$ cat src/rtl/soc_uart_pkg.sv
// Shared definitions for the memory-mapped UART: register offsets, frame width
// and the state encoding used by both the transmit and receive FSMs.
package soc_uart_pkg;

    localparam int unsigned OFF_RXRDY = 0;
    localparam int unsigned OFF_TXRDY = 1;
    localparam int unsigned OFF_DATA  = 2;

    localparam int unsigned DATA_BITS = 8;

    typedef enum logic [1:0] {
        IDLE,
        START,
        DATA,
        STOP
    } uart_state_t;

endpackage

$ cat src/rtl/mmio_uart_rx_fifo.sv
// Synchronous receive FIFO for the UART; push-when-full and pop-when-empty are ignored.
// DEPTH must be a power of two so the pointers wrap naturally.
module uart_rx_fifo
    import soc_uart_pkg::*;
#(
    parameter int unsigned DEPTH = 16
) (
    input  logic                 clk,
    input  logic                 rst,
    input  logic                 push,
    input  logic                 pop,
    input  logic [DATA_BITS-1:0] din,
    output logic [DATA_BITS-1:0] head,
    output logic                 empty,
    output logic                 full
);

    localparam int unsigned    AW         = $clog2(DEPTH);
    localparam logic [AW:0]    FULL_COUNT = (AW + 1)'(DEPTH);

    logic [DATA_BITS-1:0] mem_q [DEPTH];
    logic [DATA_BITS-1:0] mem_d [DEPTH];
    logic [AW-1:0]        wr_ptr_q, wr_ptr_d;
    logic [AW-1:0]        rd_ptr_q, rd_ptr_d;
    logic [AW:0]          count_q, count_d;
    logic                 do_push, do_pop;

    assign empty   = (count_q == '0);
    assign full    = (count_q == FULL_COUNT);
    assign do_push = push && !full;
    assign do_pop  = pop && !empty;
    assign head    = empty ? '0 : mem_q[rd_ptr_q];

    // NOTE: every always_comb output gets a default first, so no path can infer a latch.
    always_comb begin
        mem_d    = mem_q;
        wr_ptr_d = wr_ptr_q;
        rd_ptr_d = rd_ptr_q;
        count_d  = count_q;
        if (do_push) begin
            mem_d[wr_ptr_q] = din;
            wr_ptr_d        = wr_ptr_q + 1'b1;
        end
        if (do_pop) begin
            rd_ptr_d = rd_ptr_q + 1'b1;
        end
        case ({do_push, do_pop})
            2'b10:   count_d = count_q + 1'b1;
            2'b01:   count_d = count_q - 1'b1;
            default: count_d = count_q;
        endcase
    end

    // NOTE: storage is not reset; pointers and count alone decide which entries are valid.
    always_ff @(posedge clk) begin
        mem_q <= mem_d;
    end

    // NOTE: sequential state uses non-blocking assignments only.
    always_ff @(posedge clk) begin
        if (!rst) begin
            wr_ptr_q <= '0;
            rd_ptr_q <= '0;
            count_q  <= '0;
        end else begin
            wr_ptr_q <= wr_ptr_d;
            rd_ptr_q <= rd_ptr_d;
            count_q  <= count_d;
        end
    end

endmodule

$ cat src/rtl/mmio_uart.sv
// Memory-mapped 8N1 UART responder on data port B: RX-ready, TX-ready and data words.
// Define UART_RX_ERR_EN to add sticky overflow/framing flags at RX-ready bits [1] and [2].
module mmio_uart
    import soc_uart_pkg::*;
#(
    parameter int unsigned BASE     = 65537,
    parameter int unsigned CLK_DIV  = 434,
    parameter int unsigned RX_DEPTH = 16
) (
    input  logic        clk,
    input  logic        rst,
    input  logic [31:0] addr_b,
    input  logic [31:0] data_b_in,
    input  logic        data_b_we,
    output logic [31:0] data_b,
    output logic        strobe_b,
    input  logic        uart_rx,
    output logic        uart_tx
);

    localparam logic [31:0] ADDR_RXRDY = 32'(BASE + OFF_RXRDY);
    localparam logic [31:0] ADDR_TXRDY = 32'(BASE + OFF_TXRDY);
    localparam logic [31:0] ADDR_DATA  = 32'(BASE + OFF_DATA);

    localparam int unsigned      CNT_W     = $clog2(CLK_DIV);
    localparam int unsigned      BIT_W     = $clog2(DATA_BITS);
    localparam logic [CNT_W-1:0] BIT_LAST  = CNT_W'(CLK_DIV - 1);
    localparam logic [CNT_W-1:0] HALF_LAST = CNT_W'(CLK_DIV / 2 - 1);
    localparam logic [BIT_W-1:0] LAST_BIT  = BIT_W'(DATA_BITS - 1);

    logic sel_rxrdy, sel_txrdy, sel_data;
    logic wr_rxrdy, wr_data;

    assign sel_rxrdy = (addr_b == ADDR_RXRDY);
    assign sel_txrdy = (addr_b == ADDR_TXRDY);
    assign sel_data  = (addr_b == ADDR_DATA);
    assign strobe_b  = sel_rxrdy | sel_txrdy | sel_data;
    assign wr_rxrdy  = data_b_we && sel_rxrdy;
    assign wr_data   = data_b_we && sel_data;

    // ---------------- transmitter ----------------
    uart_state_t          tx_state_q, tx_state_d;
    logic [CNT_W-1:0]     tx_cnt_q, tx_cnt_d;
    logic [BIT_W-1:0]     tx_bit_q, tx_bit_d;
    logic [DATA_BITS-1:0] tx_shift_q, tx_shift_d;
    logic                 tx_q, tx_d;
    logic                 tx_ready, tx_launch, tx_tick;

    assign tx_launch = wr_data && tx_ready;
    assign tx_tick   = (tx_cnt_q == BIT_LAST);

    always_ff @(posedge clk) begin
        if (!rst) begin
            tx_state_q <= IDLE;
            tx_cnt_q   <= '0;
            tx_bit_q   <= '0;
            tx_shift_q <= '0;
            tx_q       <= 1'b1;
        end else begin
            tx_state_q <= tx_state_d;
            tx_cnt_q   <= tx_cnt_d;
            tx_bit_q   <= tx_bit_d;
            tx_shift_q <= tx_shift_d;
            tx_q       <= tx_d;
        end
    end

    always_comb begin
        tx_state_d = tx_state_q;
        case (tx_state_q)
            IDLE:    if (tx_launch) tx_state_d = START;
            START:   if (tx_tick) tx_state_d = DATA;
            DATA:    if (tx_tick && tx_bit_q == LAST_BIT) tx_state_d = STOP;
            STOP:    if (tx_tick) tx_state_d = IDLE;
            default: tx_state_d = IDLE;
        endcase
    end

    always_comb begin
        tx_cnt_d   = (tx_state_q == IDLE || tx_tick) ? '0 : tx_cnt_q + 1'b1;
        tx_bit_d   = tx_bit_q;
        tx_shift_d = tx_shift_q;
        if (tx_launch) begin
            tx_shift_d = data_b_in[DATA_BITS-1:0];
            tx_bit_d   = '0;
        end else if (tx_state_q == DATA && tx_tick) begin
            tx_shift_d = tx_shift_q >> 1;
            tx_bit_d   = tx_bit_q + 1'b1;
        end
    end

    // Line level is decided from the next state so uart_tx stays a plain flop.
    always_comb begin
        tx_ready = (tx_state_q == IDLE);
        case (tx_state_d)
            START:   tx_d = 1'b0;
            DATA:    tx_d = tx_shift_d[0];
            default: tx_d = 1'b1;
        endcase
    end

    assign uart_tx = tx_q;

    // ---------------- receiver ----------------
    logic                 rx_meta_q, rx_sync_q, rx_prev_q;
    uart_state_t          rx_state_q, rx_state_d;
    logic [CNT_W-1:0]     rx_cnt_q, rx_cnt_d;
    logic [BIT_W-1:0]     rx_bit_q, rx_bit_d;
    logic [DATA_BITS-1:0] rx_shift_q, rx_shift_d;
    logic                 rx_fall, rx_sample, rx_push, rx_frame_err;

    assign rx_fall = rx_prev_q & ~rx_sync_q;

    always_ff @(posedge clk) begin
        if (!rst) begin
            rx_meta_q  <= 1'b1;
            rx_sync_q  <= 1'b1;
            rx_prev_q  <= 1'b1;
            rx_state_q <= IDLE;
            rx_cnt_q   <= '0;
            rx_bit_q   <= '0;
            rx_shift_q <= '0;
        end else begin
            rx_meta_q  <= uart_rx;
            rx_sync_q  <= rx_meta_q;
            rx_prev_q  <= rx_sync_q;
            rx_state_q <= rx_state_d;
            rx_cnt_q   <= rx_cnt_d;
            rx_bit_q   <= rx_bit_d;
            rx_shift_q <= rx_shift_d;
        end
    end

    // Start bit is sampled at its middle; every later sample is one bit period on.
    always_comb begin
        case (rx_state_q)
            START:      rx_sample = (rx_cnt_q == HALF_LAST);
            DATA, STOP: rx_sample = (rx_cnt_q == BIT_LAST);
            default:    rx_sample = 1'b0;
        endcase
    end

    always_comb begin
        rx_state_d = rx_state_q;
        case (rx_state_q)
            IDLE:    if (rx_fall) rx_state_d = START;
            START:   if (rx_sample) rx_state_d = rx_sync_q ? IDLE : DATA;
            DATA:    if (rx_sample && rx_bit_q == LAST_BIT) rx_state_d = STOP;
            STOP:    if (rx_sample) rx_state_d = IDLE;
            default: rx_state_d = IDLE;
        endcase
    end

    always_comb begin
        rx_cnt_d   = (rx_state_q == IDLE || rx_sample) ? '0 : rx_cnt_q + 1'b1;
        rx_bit_d   = (rx_state_q == DATA) ? rx_bit_q : '0;
        rx_shift_d = rx_shift_q;
        if (rx_state_q == DATA && rx_sample) begin
            rx_shift_d = {rx_sync_q, rx_shift_q[DATA_BITS-1:1]};
            rx_bit_d   = rx_bit_q + 1'b1;
        end
    end

    always_comb begin
        rx_push      = (rx_state_q == STOP) && rx_sample && rx_sync_q;
        rx_frame_err = (rx_state_q == STOP) && rx_sample && !rx_sync_q;
    end

    // ---------------- FIFO, flags, read mux ----------------
    logic [DATA_BITS-1:0] fifo_head;
    logic                 fifo_empty, fifo_full;
    logic [1:0]           err_flags;
    logic                 unused_bits;

    uart_rx_fifo #(
        .DEPTH (RX_DEPTH)
    ) u_rx_fifo (
        .clk   (clk),
        .rst   (rst),
        .push  (rx_push),
        .pop   (wr_rxrdy),
        .din   (rx_shift_q),
        .head  (fifo_head),
        .empty (fifo_empty),
        .full  (fifo_full)
    );

`ifdef UART_RX_ERR_EN
    logic ovf_q, ovf_d, frm_q, frm_d;

    // A new error in the same cycle as a clearing write wins.
    always_comb begin
        ovf_d = (rx_push && fifo_full) || (ovf_q && !wr_rxrdy);
        frm_d = rx_frame_err || (frm_q && !wr_rxrdy);
    end

    always_ff @(posedge clk) begin
        if (!rst) begin
            ovf_q <= 1'b0;
            frm_q <= 1'b0;
        end else begin
            ovf_q <= ovf_d;
            frm_q <= frm_d;
        end
    end

    assign err_flags   = {frm_q, ovf_q};
    assign unused_bits = ^data_b_in[31:DATA_BITS];
`else
    assign err_flags   = 2'b00;
    assign unused_bits = ^{data_b_in[31:DATA_BITS], fifo_full, rx_frame_err};
`endif

    always_comb begin
        data_b = '0;
        if (sel_rxrdy) begin
            data_b = {29'b0, err_flags, ~fifo_empty};
        end else if (sel_txrdy) begin
            data_b = {31'b0, tx_ready};
        end else if (sel_data) begin
            data_b = {24'b0, fifo_head};
        end
    end

endmodule

$ cat config.mk
export PLATFORM = sky130hd
export DESIGN_NAME = mmio_uart
export DESIGN_NICKNAME = d
export VERILOG_FILES = /design/src/rtl/soc_uart_pkg.sv /design/src/rtl/mmio_uart_rx_fifo.sv /design/src/rtl/mmio_uart.sv
export SDC_FILE = /design/constraint.sdc
export NUM_CORES = 1
export LEC_CHECK = 0
export ABC_AREA = 0
export CORE_MARGIN = 3
export CORE_UTILIZATION = 45
export CTS_CLUSTER_DIAMETER = 30
export DETAILED_ROUTE_END_ITERATION = 10
export PLACE_DENSITY = 0.78
export SYNTH_ARGS = -nofsm -noshare
export SYNTH_HDL_FRONTEND = slang
export SYNTH_SLANG_ARGS = --single-unit
export TNS_END_PERCENT = 5
$ cat constraint.sdc
create_clock -name clk -period 3.83 [get_ports clk]
set_input_delay 0.766 -clock clk [delete_from_list [all_inputs] [get_ports clk]]
set_output_delay 0.766 -clock clk [all_outputs]
set_load 0.005 [all_outputs]
==> results.txt, run 1 <==
Die Ht - 140.5 um
Clock latency at the later pin of the worst-skew pair - 0.43 ns
Layout cells sized above 1 - 12.56%
Post-synthesis sequential area ratio - 62.20%
Yosys synthesis warning count - 0
Post-DP HPWL - 11080 um
Util after Layout - 54.17%
Final Skew - 0.009413 ns
Post-synth top cells - edfxtp_1, nor2_1, dfxtp_1
Residual DRC count - 0
WL final - 16360 um
Final slew viol count - 0
Crit path cell chain - clkdlybuf4s50_1, nor4_4, nand4_2, or4_4, a21oi_1, clkdlybuf4s50_1
Leakage power - 3.142 nW
Most frequent cell after synthesis - edfxtp_1
Synthesized cell area - 8143 um2
Seq. cell area - 5069 um2
Async SR Flop Fraction - 0%
IO Port Bufs - 53
Period utilization - 98.27%
Hold path start - rx_meta_q
Synth Instances - 594
Required @ worst endpoint - 3.06 ns
Max VDD drop - 0.3664 mV
Critical path class - input pin to output pin
Synth Flop Type - edfxtp_1
Die Area - 19750 um2
Status - finished clean
CTS tree - yes
CP top delay family - simple AND/OR/NAND/NOR gates
Synth top area share - 47.20%
Max-slew headroom - 27.35%
Row count - 48
Filler instances - 1333
# clock sinks - 189
Clock transition at path regs - 0.07 ns
Core ar. - 17480 um2
#FFs+latches synth - 189
Crit Path Max Fanout - 7
Pwr/cell area - 406.7 nW/um2
Post-layout net count - 742
Crit. End Element - output pin
First-pass GRT wire length - 26180 um
Cts bufs inserted - 17
Most common cell on crit path - clkdlybuf4s50_1
Finished Cell Area - 9468 um2
CP Launch Type - input pin
Dominant cell type by area after synthesis - edfxtp_1
Post-route ant nets - 0
Clock root cell - clkbuf_16
Initial Util - 46.59%
Maximum clock path buffer count - 2
Post-place instance area - 8902 um2
First-pass detailed-route iteration total - 5
Max Cap Viol - 0
Ports - 102
Wire per inst - 18.30 um
GP Congestion - 0.7859
# setup viols final - 0
Area of the multi-input gates - 2834 um2
EDFF count, synth - 128
Vias per cell - 5.532
N_diodes - 0
Slowest cell on crit path - or4_4
DR iter-0 viols - 411
Hold Path Class - register to register
Number of global-route vias before repair - 5020
Average cell area after synthesis - 13.71 um2
Critical path launch point - addr_b[18]
Initial antenna violation count - 0
H-Tree Depth - 4
Worst R2R Start - u_rx_fifo.count_q[1]
Unique masters post-synth - 54
Area delta synth->final - 16.27%
Crit path arrival time - 3.00 ns
Die W - 140.5 um
Total grt overflow - 0
CP max stage delay - 0.59 ns
Total Routing Usage GR - 16.95%
Unrepaired setup endpoints after global routing - true
Final Hold Fails - 0
Synth area leaders - edfxtp_1, dfxtp_1, mux4_2, mux2i_1, nor2_1
Largest net degree at the start of global routing - 26
Overall power - 3.850 mW
Slew @ Worst Pin - 1.087 ns
Hold Buf Count CTS - 0
Vias - 4946
Worst path bufs/invs - 2
Minimum clock period - 3.764 ns
Max Clk Rate - 265.7 MHz
==> worst paths after layout <==
path | end | slack, ns | depth (start not counted)
worst max register to register | u_rx_fifo.count_q[4] | 0.66 | 13
worst min register to register | rx_sync_q | 0.41 | 1
worst min-delay path | rx_sync_q | 0.41 | 1
worst max-delay path | data_b[2] | 0.07 | 6
==> what timing repair did <==
action                     in CTS  in global routing
cloned                          0                  0
pin swaps                       0                  0
gates resized for setup         1                  4
buffers inserted                0                  0
setup endpoints to repair       7                  7
==> cells by family (layout without fill, tap and decap cells) <==
logic type                 after synthesis  after routing  synth area share (%)
muxes                                   62             62                 10.86
DFF                                    189            189                 62.20
buffers and inverters                   64            116                 4.348
xor gates and xnor gates                25             25                 2.689
other                                    1             24               0.04605
AOI/OAI and AO/OA                       77             77                 6.469
and+or+nand+nor                        159            159                 10.77
adders and majority gates               17             17                 2.612
==> final cells by class <==
type                       instances  share of cell area, %
clock buffer                      17                  4.493
inverter                          12                 0.4757
multi-input combinational        364                  29.93
timing repair buffer              73                  7.321
tap                              225                  2.973
clock inverter                    14                  1.269
sequential                       189                  53.54
==> power by group <==
| part | internal (mW) | switching, mW | total [mW] |
|---|---|---|---|
| Clock | 0.892 | 0.728 | 1.62 |
| Combinational | 0.0458 | 0.0306 | 0.0764 |
| Sequential | 2.15 | 0.00210 | 2.15 |
==> cells in the final DEF (no fill, tap or decap), types with 4 or more instances in the layout <==
cell,n
edfxtp_1,128
nor2_1,63
dfxtp_1,60
clkdlybuf4s50_1,53
mux2i_1,40
conb_1,24
mux4_2,21
nand2_1,19
buf_4,19
ha_1,17
clkbuf_16,17
a21oi_1,14
xor2_1,14
o21ai_0,13
nand3_1,13
a221oi_1,12
inv_1,11
xnor2_1,11
nand2b_1,9
o21a_1,9
a22oi_1,7
nor3b_1,6
a22o_1,6
nor4_1,5
nor3_1,5
or3_1,5
nor2b_1,4
and3_1,4
and2_1,4
clkinv_1,4
==> registers in the layout (all words and copies together) (netlist names), named ones only <==
signal / cells
u_rx_fifo.rd_ptr_q: 4
tx_bit_q: 3
u_rx_fifo.count_q: 5
u_rx_fifo.wr_ptr_q: 4
rx_state_q: 1
u_rx_fifo.mem_q: 128
tx_shift_q: 8
rx_cnt_q: 9
rx_bit_q: 3
tx_state_q: 2
uart_tx: 1
rx_meta_q: 1
rx_sync_q: 1
tx_cnt_q: 9
rx_prev_q: 1
rx_shift_q: 8
==> metal layers <==
metal / up-vias / GRT usage [%] / share of wire (%)
li1: 2303 / - / -
met1: 2417 / 20.35 / 39
met2: 197 / 29.69 / 53
met3: 29 / 4.268 / 5.4
met4: 0 / 5.915 / 2.3
met5: - / 0 / 0
==> metrics by stage <==
step / setup WS [ns] / hold slack [ns] / setup TNS (ns) / cells
2_1_floorplan: 0.2964 / 0.3863 / 0 / 617
3_3_place_gp: -0.1776 / 0.3943 / -0.8495 / 863
3_5_place_dp: -0.1822 / 0.3936 / -1.098 / 863
4_1_cts: 0.005627 / 0.4095 / 0 / 894
5_1_grt: -0.02490 / 0.4385 / -0.04572 / 894
6_report: 0.06633 / 0.4083 / 0 / 894
No activity file was read; power rests on OpenSTA's default activity.
==> run 2: changes to the inputs <==
--- a/config.mk
+++ b/config.mk
@@ -7,10 +7,10 @@
 export LEC_CHECK = 0
 export ABC_AREA = 0
 export CORE_MARGIN = 3
-export CORE_UTILIZATION = 45
+export CORE_UTILIZATION = 25
 export CTS_CLUSTER_DIAMETER = 30
 export DETAILED_ROUTE_END_ITERATION = 10
-export PLACE_DENSITY = 0.78
+export PLACE_DENSITY = 0.53
 export SYNTH_ARGS = -nofsm -noshare
 export SYNTH_HDL_FRONTEND = slang
 export SYNTH_SLANG_ARGS = --single-unit
==> results.txt, run 2 (synthesis gave the netlist of run 1 again) <==
CP max stage delay - 0.65 ns
Worst R2R Start - u_rx_fifo.count_q[1]
Pint - 3.197 mW
Clock transition at path regs - 0.07 ns
Post-place setup slack - -0.2016 ns
Die Ht - 186.5 um
Status - finished clean
IO Port Bufs - 53
CP top delay family - simple AND/OR/NAND/NOR gates
Final Skew - 0.01155 ns
Period utilization - 94.84%
Max VDD drop - 0.3298 mV
DR iter-0 viols - 285
Slowest cell on crit path - or4_2
Clock root cell - clkbuf_16
H-Tree Depth - 4
Required @ worst endpoint - 3.06 ns
Max Cap Viol - 0
Number of global-route vias before repair - 4548
Post-layout net count - 752
Vias per cell - 4.173
Max reg flops - 128
Most frequent cells in the layout - edfxtp_1, nor2_1, dfxtp_1
Crit path arrival time - 2.87 ns
Reg2reg end - u_rx_fifo.count_q[4]
Max-slew headroom - 42.15%
Switch Pwr - 856.5 uW
Clock latency at the later pin of the worst-skew pair - 0.43 ns
Ports - 102
Largest Register - u_rx_fifo.mem_q
Final Hold Slack - 0.4106 ns
Core ar. - 31800 um2
Post-DP HPWL - 11080 um
Commonest non-fill, non-tap cell in the layout - edfxtp_1
Minimum clock period - 3.632 ns
Placed cells - 1083
Hold EP - rx_sync_q
Hold Buf Count CTS - 0
Gate power share - 1.8%
Die Area - 34770 um2
CTS tree - yes
Residual DRC count - 0
Final Hold Fails - 0
Sequential Power Share - 53.1%
Largest registers - u_rx_fifo.mem_q: 128 flops, rx_cnt_q: 9 flops, tx_cnt_q: 9 flops
Crit. End Element - output pin
# clock sinks - 189
WL final - 15990 um
Die W - 186.5 um
Initial antenna violation count - 0
Leakage power - 3.269 nW
Largest net degree at the start of global routing - 26
Reg2reg setup slack - 0.73 ns
Sw Ratio - 21.13%
Max Clk Rate - 275.3 MHz
Layout cells sized above 1 - 14.71%
Wire per inst - 14.34 um
Crit Path Max Fanout - 7
Postcts setup bufs - 0
Total grt overflow - 0
Total Routing Usage GR - 9.343%
Clock Power Share - 45.1%
Unrepaired setup endpoints after global routing - false
Slew @ Worst Pin - 0.8667 ns
Pwr/cell area - 410.4 nW/um2
Final worst slack - 0.1977 ns
N_diodes - 0
Maximum clock path buffer count - 2
Non-filler cells, final - 1115
Critical path launch point - addr_b[25]
Hold Path Class - register to register
Worst r2r path cells - 13
Hold depth - 1
Worst path bufs/invs - 3
First-pass detailed-route iteration total - 4
GP Congestion - 0.7538
First-pass GRT wire length - 25360 um
Cts bufs inserted - 17
Hold path start - rx_meta_q
Crit path cell chain - clkdlybuf4s50_1, nor4_4, nand4_2, or4_2, buf_6, a21oi_1, dlygate4sd2_1
Row count - 65
CP Launch Type - input pin
Vias - 4653
Post-route ant nets - 0
Final slew viol count - 0
Area delta synth->final - 21.31%
Critical path class - input pin to output pin
Initial Util - 25.61%
# setup viols final - 0
==> run 2: routing by layer <==
| metal | GRT usage [%] | vias up | part of all wire [%] | wire (um) |
|---|---|---|---|---|
| li1 | - | 2331 | - | - |
| met1 | 11.29 | 2251 | 43 | 6881 |
| met2 | 16.45 | 58 | 53 | 8442 |
| met3 | 2.273 | 13 | 3.1 | 495 |
| met4 | 2.966 | 0 | 1.1 | 168 |
| met5 | 0 | - | 0 | 0 |
==> run 2: stage by stage <==
stage / power, mW / TNS (ns) / util [%] / instance area, um2
detailed placement: 2.274 / -1.208 / 29.10 / 9253
CTS: 4.110 / 0 / 31.06 / 9878
floorplan: 2.237 / 0 / - / 8229
global placement: 2.273 / -1.011 / 29.10 / 9253
global route: 4.187 / 0 / 31.06 / 9878
finish: 4.054 / 0 / 31.06 / 9878
==> run 2: worst max path at each step <==
stage	cells past startpoint	to	slack, ns
after floorplan	13	u_rx_fifo.count_q[4]	0.30
after global placement	7	data_b[2]	-0.18
after detailed placement	7	data_b[2]	-0.20
after CTS	7	data_b[3]	0.16
after global routing	7	data_b[6]	0.07
final	7	data_b[3]	0.20
==> run 2: power groups by stage <==
stage          clock network (mW)  logic, mW  registers [mW]
6_report                     1.83     0.0742            2.15
5_1_grt                      1.95     0.0800            2.15
4_1_cts                      1.88     0.0746            2.15
3_5_place_dp                    0     0.0745            2.20
3_3_place_gp                    0     0.0740            2.20
2_1_floorplan                   0     0.0384            2.20
==> run 2: worst reg2reg max path, cell delays in order (launching register included) <==
cell,delay [ns]
dfxtp_1,0.39
or4_1,0.51
o21ai_0,0.30
buf_4,0.19
or4_4,0.13
inv_1,0.05
ha_1,0.21
xor2_1,0.16
ha_1,0.21
o21a_1,0.16
o21ai_0,0.15
nand2b_1,0.07
a211oi_1,0.30
mux2i_1,0.20
==> run 2: cell type report <==
cell class	instances	area [um2]
Sequential cell	189	5066
Clock inverter	15	191.4
Multi-Input combinational cell	364	2830
Fill cell	3136	21920
Tap cell	435	544.3
Inverter	12	45.04
Timing Repair Buffer	83	775.7
Clock buffer	17	425.4
==> run 2: timing repair <==
action                                  CTS  global route
gates resized for setup                  12             0
endpoints found under the setup margin    7             0
hold endpoints to repair                  0             0
